$ cat config.mk
export PLATFORM = sky130hd
export DESIGN_NAME = interrupt_request_resolver_flat
export DESIGN_NICKNAME = d
export VERILOG_FILES = /design/src/rtl/interrupt_request_resolver_pkg.sv /design/src/rtl/interrupt_request_resolver_if.sv /design/src/rtl/interrupt_request_resolver_priority_rotation_encoder.sv /design/src/rtl/interrupt_request_resolver.sv /design/src/flat_wrapper.sv
export SDC_FILE = /design/constraint.sdc
export NUM_CORES = 1
export LEC_CHECK = 0
export CORE_UTILIZATION = 60
export CTS_CLUSTER_DIAMETER = 30
export DETAILED_ROUTE_END_ITERATION = 8
export GPL_TIMING_DRIVEN = 1
export MAX_ROUTING_LAYER = met4
export PLACE_DENSITY = 0.88
export SLEW_MARGIN = 20
export SYNTH_ARGS = -nofsm -noshare
export SYNTH_HDL_FRONTEND = slang
export SYNTH_HIERARCHICAL = 1
export SYNTH_SLANG_ARGS = --single-unit
$ cat constraint.sdc
create_clock -name clock -period 19.4 [get_ports clock]
set_clock_uncertainty 0.05 [all_clocks]
set_input_delay 1.94 -clock clock [delete_from_list [all_inputs] [get_ports clock]]
set_output_delay 1.94 -clock clock [all_outputs]
set_load 0.03 [all_outputs]
$ cat src/rtl/interrupt_request_resolver_pkg.sv
// Package for interrupt_request_resolver.
// Holds the FSM state encoding, the fixed level count, the default spurious
// level and small one-hot/binary/priority helpers shared by the resolver.
package interrupt_request_resolver_pkg;

    localparam int         IRQ_LEVELS          = 8;
    localparam logic [2:0] IRQ_SPURIOUS_LEVEL  = 3'd7;

    // INTA sequencer states
    typedef enum logic [1:0] {
        ST_IDLE  = 2'd0,
        ST_ACK1  = 2'd1,
        ST_WAIT2 = 2'd2,
        ST_ACK2  = 2'd3
    } resolver_state_t;

    function automatic logic [7:0] bin_to_onehot(input logic [2:0] level);
        return 8'b0000_0001 << level;
    endfunction

    function automatic logic [2:0] onehot_to_bin(input logic [7:0] onehot);
        logic [2:0] level;
        level = 3'd0;
        for (int i = 0; i < 8; i++) begin
            if (onehot[i]) begin
                level = level | 3'(i);
            end
        end
        return level;
    endfunction

    // Rank 0 is the highest priority: the level just above the lowest pointer.
    function automatic logic [2:0] priority_rank(input logic [2:0] level,
                                                 input logic [2:0] lowest);
        return level - lowest - 3'd1;
    endfunction

endpackage

$ cat src/rtl/interrupt_request_resolver_if.sv
// Bus interface for interrupt_request_resolver.
// Groups the IR pins, configuration (mode, mask, rotation), the CPU INTA
// handshake and the ISR-facing outputs. fsm_state exposes the sequencer
// state for observation.
//
// Handshake: the CPU acknowledges with two active-low INTA pulses. A falling
// edge of interrupt_acknowledge_n (previous sample high, current low) is the
// only event the resolver reacts to; the first one freezes the winner and
// produces acknowledge for one cycle, the second produces end_of_acknowledge
// for one cycle. There is no back-pressure and no timeout between them.
//
// Modports:
//   slave  - the resolver (consumes requests/config, drives results)
//   master - the environment (CPU / ISR block / configuration)
interface interrupt_request_resolver_if;
    import interrupt_request_resolver_pkg::*;

    logic [7:0]      interrupt_request_pin;
    logic            level_or_edge_triggered_config;
    logic [7:0]      interrupt_mask;
    logic            special_mask_mode;
    logic            interrupt_acknowledge_n;
    logic [7:0]      in_service_register;
    logic            priority_rotate;
    logic [2:0]      priority_rotate_level;

    logic            interrupt_to_cpu;
    logic [7:0]      highest_priority_interrupt;
    logic            acknowledge;
    logic            end_of_acknowledge;
    logic [2:0]      vector_level;
    logic [7:0]      interrupt_request_register;
    resolver_state_t fsm_state;

    modport slave (
        input  interrupt_request_pin, level_or_edge_triggered_config,
               interrupt_mask, special_mask_mode, interrupt_acknowledge_n,
               in_service_register, priority_rotate, priority_rotate_level,
        output interrupt_to_cpu, highest_priority_interrupt, acknowledge,
               end_of_acknowledge, vector_level, interrupt_request_register,
               fsm_state
    );

    modport master (
        output interrupt_request_pin, level_or_edge_triggered_config,
               interrupt_mask, special_mask_mode, interrupt_acknowledge_n,
               in_service_register, priority_rotate, priority_rotate_level,
        input  interrupt_to_cpu, highest_priority_interrupt, acknowledge,
               end_of_acknowledge, vector_level, interrupt_request_register,
               fsm_state
    );

endinterface

$ cat src/rtl/interrupt_request_resolver_priority_rotation_encoder.sv
// priority_rotation_encoder: combinational rotating priority picker.
// Ports:
//   request      in  8  candidate bits
//   lowest_level in  3  lowest-priority level; search starts at lowest_level+1
//   winner       out 8  one-hot highest-priority set bit of request (0 if none)
//   valid        out 1  request has at least one set bit
module priority_rotation_encoder
    import interrupt_request_resolver_pkg::*;
(
    input  logic [7:0] request,
    input  logic [2:0] lowest_level,
    output logic [7:0] winner,
    output logic       valid
);

    logic [2:0] cand;
    logic [2:0] found_level;

    always_comb begin
        cand        = 3'd0;
        found_level = 3'd0;
        valid       = 1'b0;
        for (int i = 0; i < 8; i++) begin
            // Walk levels in falling priority; the 3-bit add wraps mod 8.
            cand = lowest_level + 3'd1 + 3'(i);
            if (!valid && request[cand]) begin
                valid       = 1'b1;
                found_level = cand;
            end
        end
    end

    assign winner = valid ? bin_to_onehot(found_level) : 8'h00;

endmodule

$ cat src/rtl/interrupt_request_resolver.sv
// interrupt_request_resolver: IRR + rotating priority resolver + INTA sequencer.
// Ports:
//   clock  in  system clock, rising edge
//   reset  in  asynchronous, active-high
//   bus    interrupt_request_resolver_if.slave:
//     inputs  IR pins, LTIM mode, mask, special mask mode, INTA#, ISR,
//             rotation strobe + new lowest level
//     outputs INT, frozen one-hot winner, acknowledge, end_of_acknowledge,
//             vector_level, IRR read-back, fsm_state
module interrupt_request_resolver
    import interrupt_request_resolver_pkg::*;
#(
    parameter int         NUM_LEVELS     = IRQ_LEVELS,
    parameter logic [2:0] SPURIOUS_LEVEL = IRQ_SPURIOUS_LEVEL
) (
    input  logic                          clock,
    input  logic                          reset,
    interrupt_request_resolver_if.slave   bus
);

    logic [NUM_LEVELS-1:0] pin_q;
    logic [NUM_LEVELS-1:0] irr;
    logic [NUM_LEVELS-1:0] irr_next;
    logic [NUM_LEVELS-1:0] irr_set;
    logic [NUM_LEVELS-1:0] irr_clear;
    logic                  inta_q;
    logic                  inta_fall;
    logic [2:0]            lowest;

    resolver_state_t state, state_next;

    logic [7:0] pending;
    logic [7:0] arb_request;
    logic [7:0] req_winner;
    logic       req_valid;
    logic [7:0] isr_winner;
    logic       isr_valid;
    logic [2:0] req_level;
    logic [2:0] isr_level;
    logic       grant;

    logic       int_q;
    logic [7:0] highest_q;
    logic [2:0] vector_q;
    logic       ack_out;
    logic       eoa_out;

    // ---------------- arbitration ----------------
    assign pending = irr & ~bus.interrupt_mask;
    // In special mask mode an in-service level only blocks itself.
    assign arb_request = bus.special_mask_mode ? (pending & ~bus.in_service_register)
                                               : pending;

    priority_rotation_encoder u_req_encoder (
        .request      (arb_request),
        .lowest_level (lowest),
        .winner       (req_winner),
        .valid        (req_valid)
    );

    priority_rotation_encoder u_isr_encoder (
        .request      (bus.in_service_register),
        .lowest_level (lowest),
        .winner       (isr_winner),
        .valid        (isr_valid)
    );

    assign req_level = onehot_to_bin(req_winner);
    assign isr_level = onehot_to_bin(isr_winner);

    // Normal mode: the request must strictly outrank everything in service.
    assign grant = req_valid &&
                   (bus.special_mask_mode || !isr_valid ||
                    (priority_rank(req_level, lowest) < priority_rank(isr_level, lowest)));

    assign inta_fall = inta_q & ~bus.interrupt_acknowledge_n;

    // ---------------- IRR ----------------
    always_comb begin
        irr_set   = bus.interrupt_request_pin & ~pin_q;
        // Withdrawn pin or the level being acknowledged; clear beats set.
        irr_clear = ~bus.interrupt_request_pin |
                    ((state == ST_ACK1) ? highest_q : 8'h00);
        if (bus.level_or_edge_triggered_config) begin
            irr_next = bus.interrupt_request_pin;
        end else begin
            irr_next = (irr | irr_set) & ~irr_clear;
        end
    end

    always_ff @(posedge clock or posedge reset) begin
        if (reset) begin
            pin_q  <= '0;
            irr    <= '0;
            inta_q <= 1'b1;
            lowest <= 3'd7;
        end else begin
            pin_q  <= bus.interrupt_request_pin;
            irr    <= irr_next;
            inta_q <= bus.interrupt_acknowledge_n;
            if (bus.priority_rotate) begin
                lowest <= bus.priority_rotate_level;
            end
        end
    end

    // ---------------- FSM: state register ----------------
    always_ff @(posedge clock or posedge reset) begin
        if (reset) begin
            state <= ST_IDLE;
        end else begin
            state <= state_next;
        end
    end

    // ---------------- FSM: next state ----------------
    always_comb begin
        state_next = state;
        unique case (state)
            ST_IDLE:  if (inta_fall) state_next = ST_ACK1;
            ST_ACK1:  state_next = ST_WAIT2;
            ST_WAIT2: if (inta_fall) state_next = ST_ACK2;
            ST_ACK2:  state_next = ST_IDLE;
            default:  state_next = ST_IDLE;
        endcase
    end

    // ---------------- FSM: outputs ----------------
    always_comb begin
        ack_out = (state == ST_ACK1) && (highest_q != 8'h00);
        eoa_out = (state == ST_ACK2);
    end

    // ---------------- frozen winner and INT ----------------
    always_ff @(posedge clock or posedge reset) begin
        if (reset) begin
            int_q     <= 1'b0;
            highest_q <= 8'h00;
            vector_q  <= 3'd0;
        end else begin
            // INT follows the grant only while idle and not being acknowledged.
            int_q <= (state == ST_IDLE) && !inta_fall && grant;
            if ((state == ST_IDLE) && inta_fall) begin
                highest_q <= grant ? req_winner : 8'h00;
                vector_q  <= grant ? req_level  : SPURIOUS_LEVEL;
            end else if (state == ST_ACK2) begin
                highest_q <= 8'h00;
            end
        end
    end

    assign bus.interrupt_to_cpu           = int_q;
    assign bus.highest_priority_interrupt = highest_q;
    assign bus.acknowledge                = ack_out;
    assign bus.end_of_acknowledge         = eoa_out;
    assign bus.vector_level               = vector_q;
    assign bus.interrupt_request_register = irr;
    assign bus.fsm_state                  = state;

endmodule

$ cat src/flat_wrapper.sv
// flat-port wrapper written by rule: the top's interface ports become plain ports
module interrupt_request_resolver_flat import interrupt_request_resolver_pkg::*;
#(
    parameter int         NUM_LEVELS     = IRQ_LEVELS,
    parameter logic [2:0] SPURIOUS_LEVEL = IRQ_SPURIOUS_LEVEL
)
  (clock, reset, bus_interrupt_request_pin, bus_level_or_edge_triggered_config, bus_interrupt_mask, bus_special_mask_mode, bus_interrupt_acknowledge_n, bus_in_service_register, bus_priority_rotate, bus_priority_rotate_level, bus_interrupt_to_cpu, bus_highest_priority_interrupt, bus_acknowledge, bus_end_of_acknowledge, bus_vector_level, bus_interrupt_request_register, bus_fsm_state);
  interrupt_request_resolver_if bus_i ();
  input  logic clock;
  input  logic reset;
  input wire logic [$bits(bus_i.interrupt_request_pin)-1:0] bus_interrupt_request_pin;
  input wire logic [$bits(bus_i.level_or_edge_triggered_config)-1:0] bus_level_or_edge_triggered_config;
  input wire logic [$bits(bus_i.interrupt_mask)-1:0] bus_interrupt_mask;
  input wire logic [$bits(bus_i.special_mask_mode)-1:0] bus_special_mask_mode;
  input wire logic [$bits(bus_i.interrupt_acknowledge_n)-1:0] bus_interrupt_acknowledge_n;
  input wire logic [$bits(bus_i.in_service_register)-1:0] bus_in_service_register;
  input wire logic [$bits(bus_i.priority_rotate)-1:0] bus_priority_rotate;
  input wire logic [$bits(bus_i.priority_rotate_level)-1:0] bus_priority_rotate_level;
  output wire logic [$bits(bus_i.interrupt_to_cpu)-1:0] bus_interrupt_to_cpu;
  output wire logic [$bits(bus_i.highest_priority_interrupt)-1:0] bus_highest_priority_interrupt;
  output wire logic [$bits(bus_i.acknowledge)-1:0] bus_acknowledge;
  output wire logic [$bits(bus_i.end_of_acknowledge)-1:0] bus_end_of_acknowledge;
  output wire logic [$bits(bus_i.vector_level)-1:0] bus_vector_level;
  output wire logic [$bits(bus_i.interrupt_request_register)-1:0] bus_interrupt_request_register;
  output wire logic [$bits(bus_i.fsm_state)-1:0] bus_fsm_state;
  assign bus_i.interrupt_request_pin = bus_interrupt_request_pin;
  assign bus_i.level_or_edge_triggered_config = bus_level_or_edge_triggered_config;
  assign bus_i.interrupt_mask = bus_interrupt_mask;
  assign bus_i.special_mask_mode = bus_special_mask_mode;
  assign bus_i.interrupt_acknowledge_n = bus_interrupt_acknowledge_n;
  assign bus_i.in_service_register = bus_in_service_register;
  assign bus_i.priority_rotate = bus_priority_rotate;
  assign bus_i.priority_rotate_level = bus_priority_rotate_level;
  assign bus_interrupt_to_cpu = bus_i.interrupt_to_cpu;
  assign bus_highest_priority_interrupt = bus_i.highest_priority_interrupt;
  assign bus_acknowledge = bus_i.acknowledge;
  assign bus_end_of_acknowledge = bus_i.end_of_acknowledge;
  assign bus_vector_level = bus_i.vector_level;
  assign bus_interrupt_request_register = bus_i.interrupt_request_register;
  assign bus_fsm_state = bus_i.fsm_state;
  interrupt_request_resolver #(.NUM_LEVELS(NUM_LEVELS), .SPURIOUS_LEVEL(SPURIOUS_LEVEL)) u_core (.clock(clock), .reset(reset), .bus(bus_i));
endmodule
==> results of run 1 <==
==> area by class of cell <==
type                    instances  area, sq um  area share [%]
clock buffers                   6         72.6            1.71
multi-input cells             293         2530            59.5
clock inverters                 2         37.5           0.882
inverters                      25         93.8            2.21
repair buffers                 58          576            13.5
flip-flops and latches         34          856            20.1
well taps                      72         90.1            2.12
==> flip-flops by register name (all words and copies together) (netlist names) <==
name and cells:
u_core/bus.vector_level 3, u_core/bus.interrupt_request_register 8, u_core/pin_q 8, u_core/lowest 3, u_core/inta_q 1, u_core/bus.highest_priority_interrupt 8, u_core/bus.fsm_state 2, u_core/bus.interrupt_to_cpu 1
==> routing by layer <==
layer | vias to the layer above | track usage, %
met1 | 1635 | 46.2
met2 | 211 | 51.8
met4 | 0 | 12.5
met5 | - | -
li1 | 1545 | -
met3 | 30 | 3.77
==> worst max path at each step <==
stage	startpoint	end	slack [ns]	cells past startpoint
6_report	bus_special_mask_mode	u_core/bus.vector_level[2]	11.90	19
5_1_grt	bus_special_mask_mode	u_core/bus.vector_level[2]	11.54	19
4_1_cts	bus_special_mask_mode	u_core/bus.vector_level[2]	11.95	19
3_5_place_dp	bus_special_mask_mode	u_core/bus.vector_level[2]	11.73	19
3_3_place_gp	bus_special_mask_mode	u_core/bus.vector_level[0]	11.96	19
2_1_floorplan	bus_special_mask_mode	u_core/bus.highest_priority_interrupt[0]	12.94	21
==> placed cells by master (no fill, tap or decap), types with 3 or more instances in the layout <==
master,instances
a31o_1,6
nand4b_1,4
clkbuf_8,5
a32o_1,4
o21a_1,8
a31oi_1,7
xor2_1,3
a22oi_1,8
inv_1,24
nand2_1,19
nor4_1,7
nand3b_1,4
a21oi_1,17
nor3_1,10
nand3_1,16
mux2_2,13
o211ai_1,4
a211oi_1,10
or2_1,6
xnor2_1,5
clkdlybuf4s50_1,56
a21boi_0,3
nor3b_1,9
nor2_1,12
a32oi_1,4
and3_1,5
o21ai_0,13
nand2b_1,7
a31o_2,4
mux2i_1,14
dfstp_2,4
mux4_2,22
ha_1,12
dfrtp_1,30
==> tightest hold or removal path: stages, from the launching register on <==
cell and delay, ns:
dfrtp_1 0.39, nor2_1 0.10, a31oi_1 0.04
==> report_power, final <==
part | total [uW] | switching, uW | internal (uW)
logic | 332 | 194 | 138
registers | 100 | 14.7 | 85.4
clock network | 64.9 | 26.6 | 38.3
total | 497 | 235 | 262
==> stage by stage <==
| stage | total power, uW | cells | instance area, sq um |
|---|---|---|---|
| global placement | 408 | 482 | 4140 |
| finish | 497 | 490 | 4260 |
| global route | 525 | 490 | 4260 |
| detailed placement | 422 | 482 | 4140 |
| floorplan | 345 | 375 | 3610 |
| CTS | 493 | 490 | 4250 |
==> results.txt, run 1 <==
IO Port Bufs = 56
WL final = 9900 um
Final worst setup slack = 11.90 ns
Max Slew Vio Count = 0
Crit-path slowest cell = clkdlybuf4s50_1
CTS resizes = 0
Top delay family on crit path = simple AND/OR/NAND/NOR gates
Post CTS Setup Buffer Count = 0
Starting Density = 64.1%
Die ar. = 6340 sq um
Power per cell area = 117 nW/um^2
Number of global-route vias before repair = 3189
Leakage = 0.00169 uW
Ports = 57
Hold Crit Start = u_core/bus.vector_level[0]
WHS = 0.516 ns
Reg2reg end = u_core/bus.vector_level[2]
Met3 Wirelength = 854 um
CTS tree = done
Synthesized area = 3610 sq um
Num CTS Buffers = 5
Ant. Diodes = 0
Max FO, Critical Path = 12
Overall Global Routing Usage = 33.7%
1st-pass router iterations = 5
Critical Path RT = 19.48 ns
Final Hold Fails = 0
First-pass GRT wire length = 15800 um
Layout cell share with drive strength beyond 1 = 15.1%
Final layout net count = 464
Met1 WL = 4190 um
GP Congestion = 0.951
Worst setup EP type = flip-flop
Min cycle time layout = 7.50 ns
VDD IR max = 0.128 mV
Total number of vias = 3421
Routed wl met2 = 4580 um
Period utilization = 38.7%
Slowest stage delay, CP = 0.65 ns
Syn Area/Cell = 9.64 sq um
Final setup vio count = 0
Total clock sinks = 34
Worst EP arrival = 7.58 ns
RSZ-0062 raised after global routing = no
Root buffer cell = clkbuf_8
CTS H-tree lvls = 2
Fillcell total = 404
Post-Route Utilization = 75.4%
Normalized max-slew margin = 47.0%
Core ar. = 5640 sq um
Syn nets = 422
Reg2Reg Depth = 19
Clock Latency Late Sink = 0.29 ns
Worst-Margin Slew = 0.795 ns
Std cell rows = 27
Status = complete, no violations
Routed Antenna Nets = 0
Hold Path Depth = 2
Fmax = 133 MHz
Critical path class = in -> reg
Critical Path Start Type = input pin
Ys Warns = 6
RR Startpoint = u_core/lowest[0]
Iteration-0 DRC Markers = 444
Hold Buf Count CTS = 0
Largest net degree at the start of global routing = 50
DRC = 0
Worst Hold End = u_core/bus.vector_level[0]
Hold Crit Class = reg -> reg
Internal reg-to-reg setup slack = 12.23 ns
Cell count after synthesis = 375
Max cap viols = 0
Chip width = 79.6 um
Dpl hpwl = 7400 um
CP Cell Sequence = clkdlybuf4s50_1, a211oi_1, mux4_2, or2_0, mux4_2, and4b_1, nand2_2, a32oi_1, nor3_1, nor4_1, inv_1, ha_1, fa_1, xnor2_1, xnor2_1, ha_1, nor3b_1, a22o_1, a31oi_1
Synthesis-to-finish area growth = 17.7%
CP bufs+invs = 2
Routed len/inst = 20.2 um
CTS max path bufs = 2
Number of vias per cell = 6.98
DIE HEIGHT = 79.6 um
Top Metal Used = met4
Initial antenna violation count = 0
Setup TNS Final = 0 ns
Post-placement setup slack = 11.73 ns
Overflow after GRT = 0
Clock-pin slew on the worst setup and hold paths = 0.07 ns
Note: power is estimated with default switching activity, not from simulation.
==> inputs of run 2 (changes only) <==
- CORE_UTILIZATION: 60 -> 55
- PLACE_DENSITY: 0.88 -> 0.81
- clock period: 19.4 -> 7.2 ns (I/O delays scaled with it)
==> results.txt, run 2 (synthesis gave the netlist of run 1 again) <==
Fmax = 161 MHz
Period utilization = 86.5%
Critical path class = in -> reg
RSZ-0062 raised after global routing = no
Fillcell total = 477 (+18%)
Initial antenna violation count = 0 (unchanged)
Worst-Margin Slew = 0.805 ns (+0.00992 ns)
Most frequent cells in the layout = clkdlybuf4s50_1, dfrtp_1, inv_1
Max Slew Vio Count = 0 (unchanged)
Chip width = 83.1 um (+4.3%)
Reg2reg end = u_core/bus.vector_level[2]
Worst EP arrival = 6.30 ns (-1.28 ns)
Worst Setup SP = bus_special_mask_mode
Max FO, Critical Path = 12 (unchanged)
Routed len/inst = 19.0 um (-5.8%)
Synthesis-to-finish area growth = 17.8% (about the same)
Num CTS Buffers = 5 (unchanged)
DRC = 0 (unchanged)
Critical Path RT = 7.28 ns (-12.20 ns)
1st-pass router iterations = 5 (unchanged)
Status = complete, no violations
Worst Hold End = u_core/bus.vector_level[1]
Clock-pin slew on the worst setup and hold paths = 0.07 ns (about the same)
VDD IR max = 0.290 mV (+130%)
Std cell rows = 29 (+7.4%)
CTS max path bufs = 2 (unchanged)
Ant. Diodes = 0 (unchanged)
Iteration-0 DRC Markers = 355 (-20%)
Hold Crit Start = u_core/bus.vector_level[1]
Area of the multi-input gates = 2530 sq um (unchanged)
WHS = 0.510 ns (-0.00599 ns)
IO Port Bufs = 56 (unchanged)
Number of global-route vias before repair = 3084 (-3.3%)
Die ar. = 6900 sq um (+8.9%)
Layout cell share with drive strength beyond 1 = 15.7% (+0.61 points)
Total clock sinks = 34 (unchanged)
Overall Global Routing Usage = 28.4% (-5.3 points)
Reg2Reg Depth = 19 (unchanged)
Number of vias per cell = 6.68 (-4.3%)
Hold Crit Class = reg -> reg
Leakage = 0.00170 uW (+0.48%)
CTS resizes = 0 (unchanged)
CTS tree = done
Dpl hpwl = 7370 um (-0.47%)
Max cap viols = 0 (unchanged)
Final Hold Fails = 0 (unchanged)
Hold Buf Count CTS = 0 (unchanged)
Internal reg-to-reg setup slack = 1.06 ns (-11.17 ns)
Min cycle time layout = 6.23 ns
Core ar. = 6350 sq um (+13%)
GP Congestion = 0.911 (-4.2%)
Worst setup EP type = flip-flop
Total number of vias = 3328 (-2.7%)
Ports = 57 (unchanged)
Power per cell area = 299 nW/um^2 (+160%)
Clock Latency Late Sink = 0.29 ns (about the same)
Routed Antenna Nets = 0 (unchanged)
Most common cell after layout, fill and taps aside = clkdlybuf4s50_1
Normalized max-slew margin = 46.3% (-0.72 points)
Starting Density = 56.9% (-7.1 points)
Final setup vio count = 0 (unchanged)
Critical Path Start Type = input pin
Final layout net count = 467 (+0.65%)
CTS H-tree lvls = 2 (unchanged)
Hold Path Depth = 2 (unchanged)
Sequential cell area = 856 sq um (unchanged)
Setup TNS Final = 0 ns (unchanged)
Largest net degree at the start of global routing = 35 (-30%)
DIE HEIGHT = 83.1 um (+4.3%)
Root buffer cell = clkbuf_8
Overflow after GRT = 0 (unchanged)
First-pass GRT wire length = 15300 um (-3.4%)
WL final = 9480 um (-4.3%)
Post CTS Setup Buffer Count = 0 (unchanged)
RR Startpoint = u_core/lowest[0]
==> run 2: worst max-delay path by stage <==
stage                                               end  cells past startpoint
6_report                     u_core/bus.vector_level[2]                     19
3_3_place_gp                 u_core/bus.vector_level[0]                     19
2_1_floorplan  u_core/bus.highest_priority_interrupt[0]                     23
5_1_grt                      u_core/bus.vector_level[2]                     19
4_1_cts                      u_core/bus.vector_level[2]                     19
3_5_place_dp                 u_core/bus.vector_level[2]                     19
==> run 2: area by class of cell <==
class	instances	share of cell area, %
sequential	34	20.1
timing repair buffer	61	14.1
multi-input combinational	293	59.4
clock inverter	2	0.235
clock buffer	6	1.70
tap	77	2.26
inverter	25	2.20
==> run 2: report_power, final <==
part	internal (uW)	switching, uW	total (uW)
logic	369	499	869
registers	230	39.6	270
clock network	66.9	66.3	133
total	666	605	1270
==> run 2: routing by layer <==
layer / routed length [um] / up-vias / share of wire [%] / GRT usage [%]
li1: - / 1539 / - / -
met4: 162 / 0 / 1.7 / 7.21
met2: 4600 / 154 / 49 / 44.4
met1: 4080 / 1616 / 43 / 39.9
met3: 639 / 19 / 6.7 / 3.18
met5: 0 / - / 0 / -
==> run 2: worst max-delay path, stage by stage <==
cell and delay, ns:
clkdlybuf4s50_1 0.65, a211oi_1 0.22, mux4_2 0.58, or2_0 0.24, mux4_2 0.50, and4b_1 0.40
nand2_2 0.08, a32oi_1 0.34, nor3_1 0.16, nor4_1 0.35, inv_1 0.09, ha_1 0.20
fa_1 0.38, xnor2_1 0.15, xnor2_1 0.15, ha_1 0.24, nor3b_1 0.22, a22o_1 0.46
a31oi_1 0.16
==> run 2: metrics by stage <==
stage	cells	cell area, sq um	setup WS (ns)	util, %	power [uW]
3_3_place_gp	490	4170	0.954	65.7	1100
5_1_grt	498	4260	0.609	67.0	1370
2_1_floorplan	375	3610	1.10	-	929
4_1_cts	498	4250	1.01	67.0	1270
3_5_place_dp	490	4170	0.700	65.7	1130
6_report	498	4260	0.972	67.0	1270
==> inputs of run 3 (changes only) <==
- TNS_END_PERCENT: not set -> 1
==> results of run 3 <==
Same layout as run 2: the final DEF is identical, and so are final timing and power.
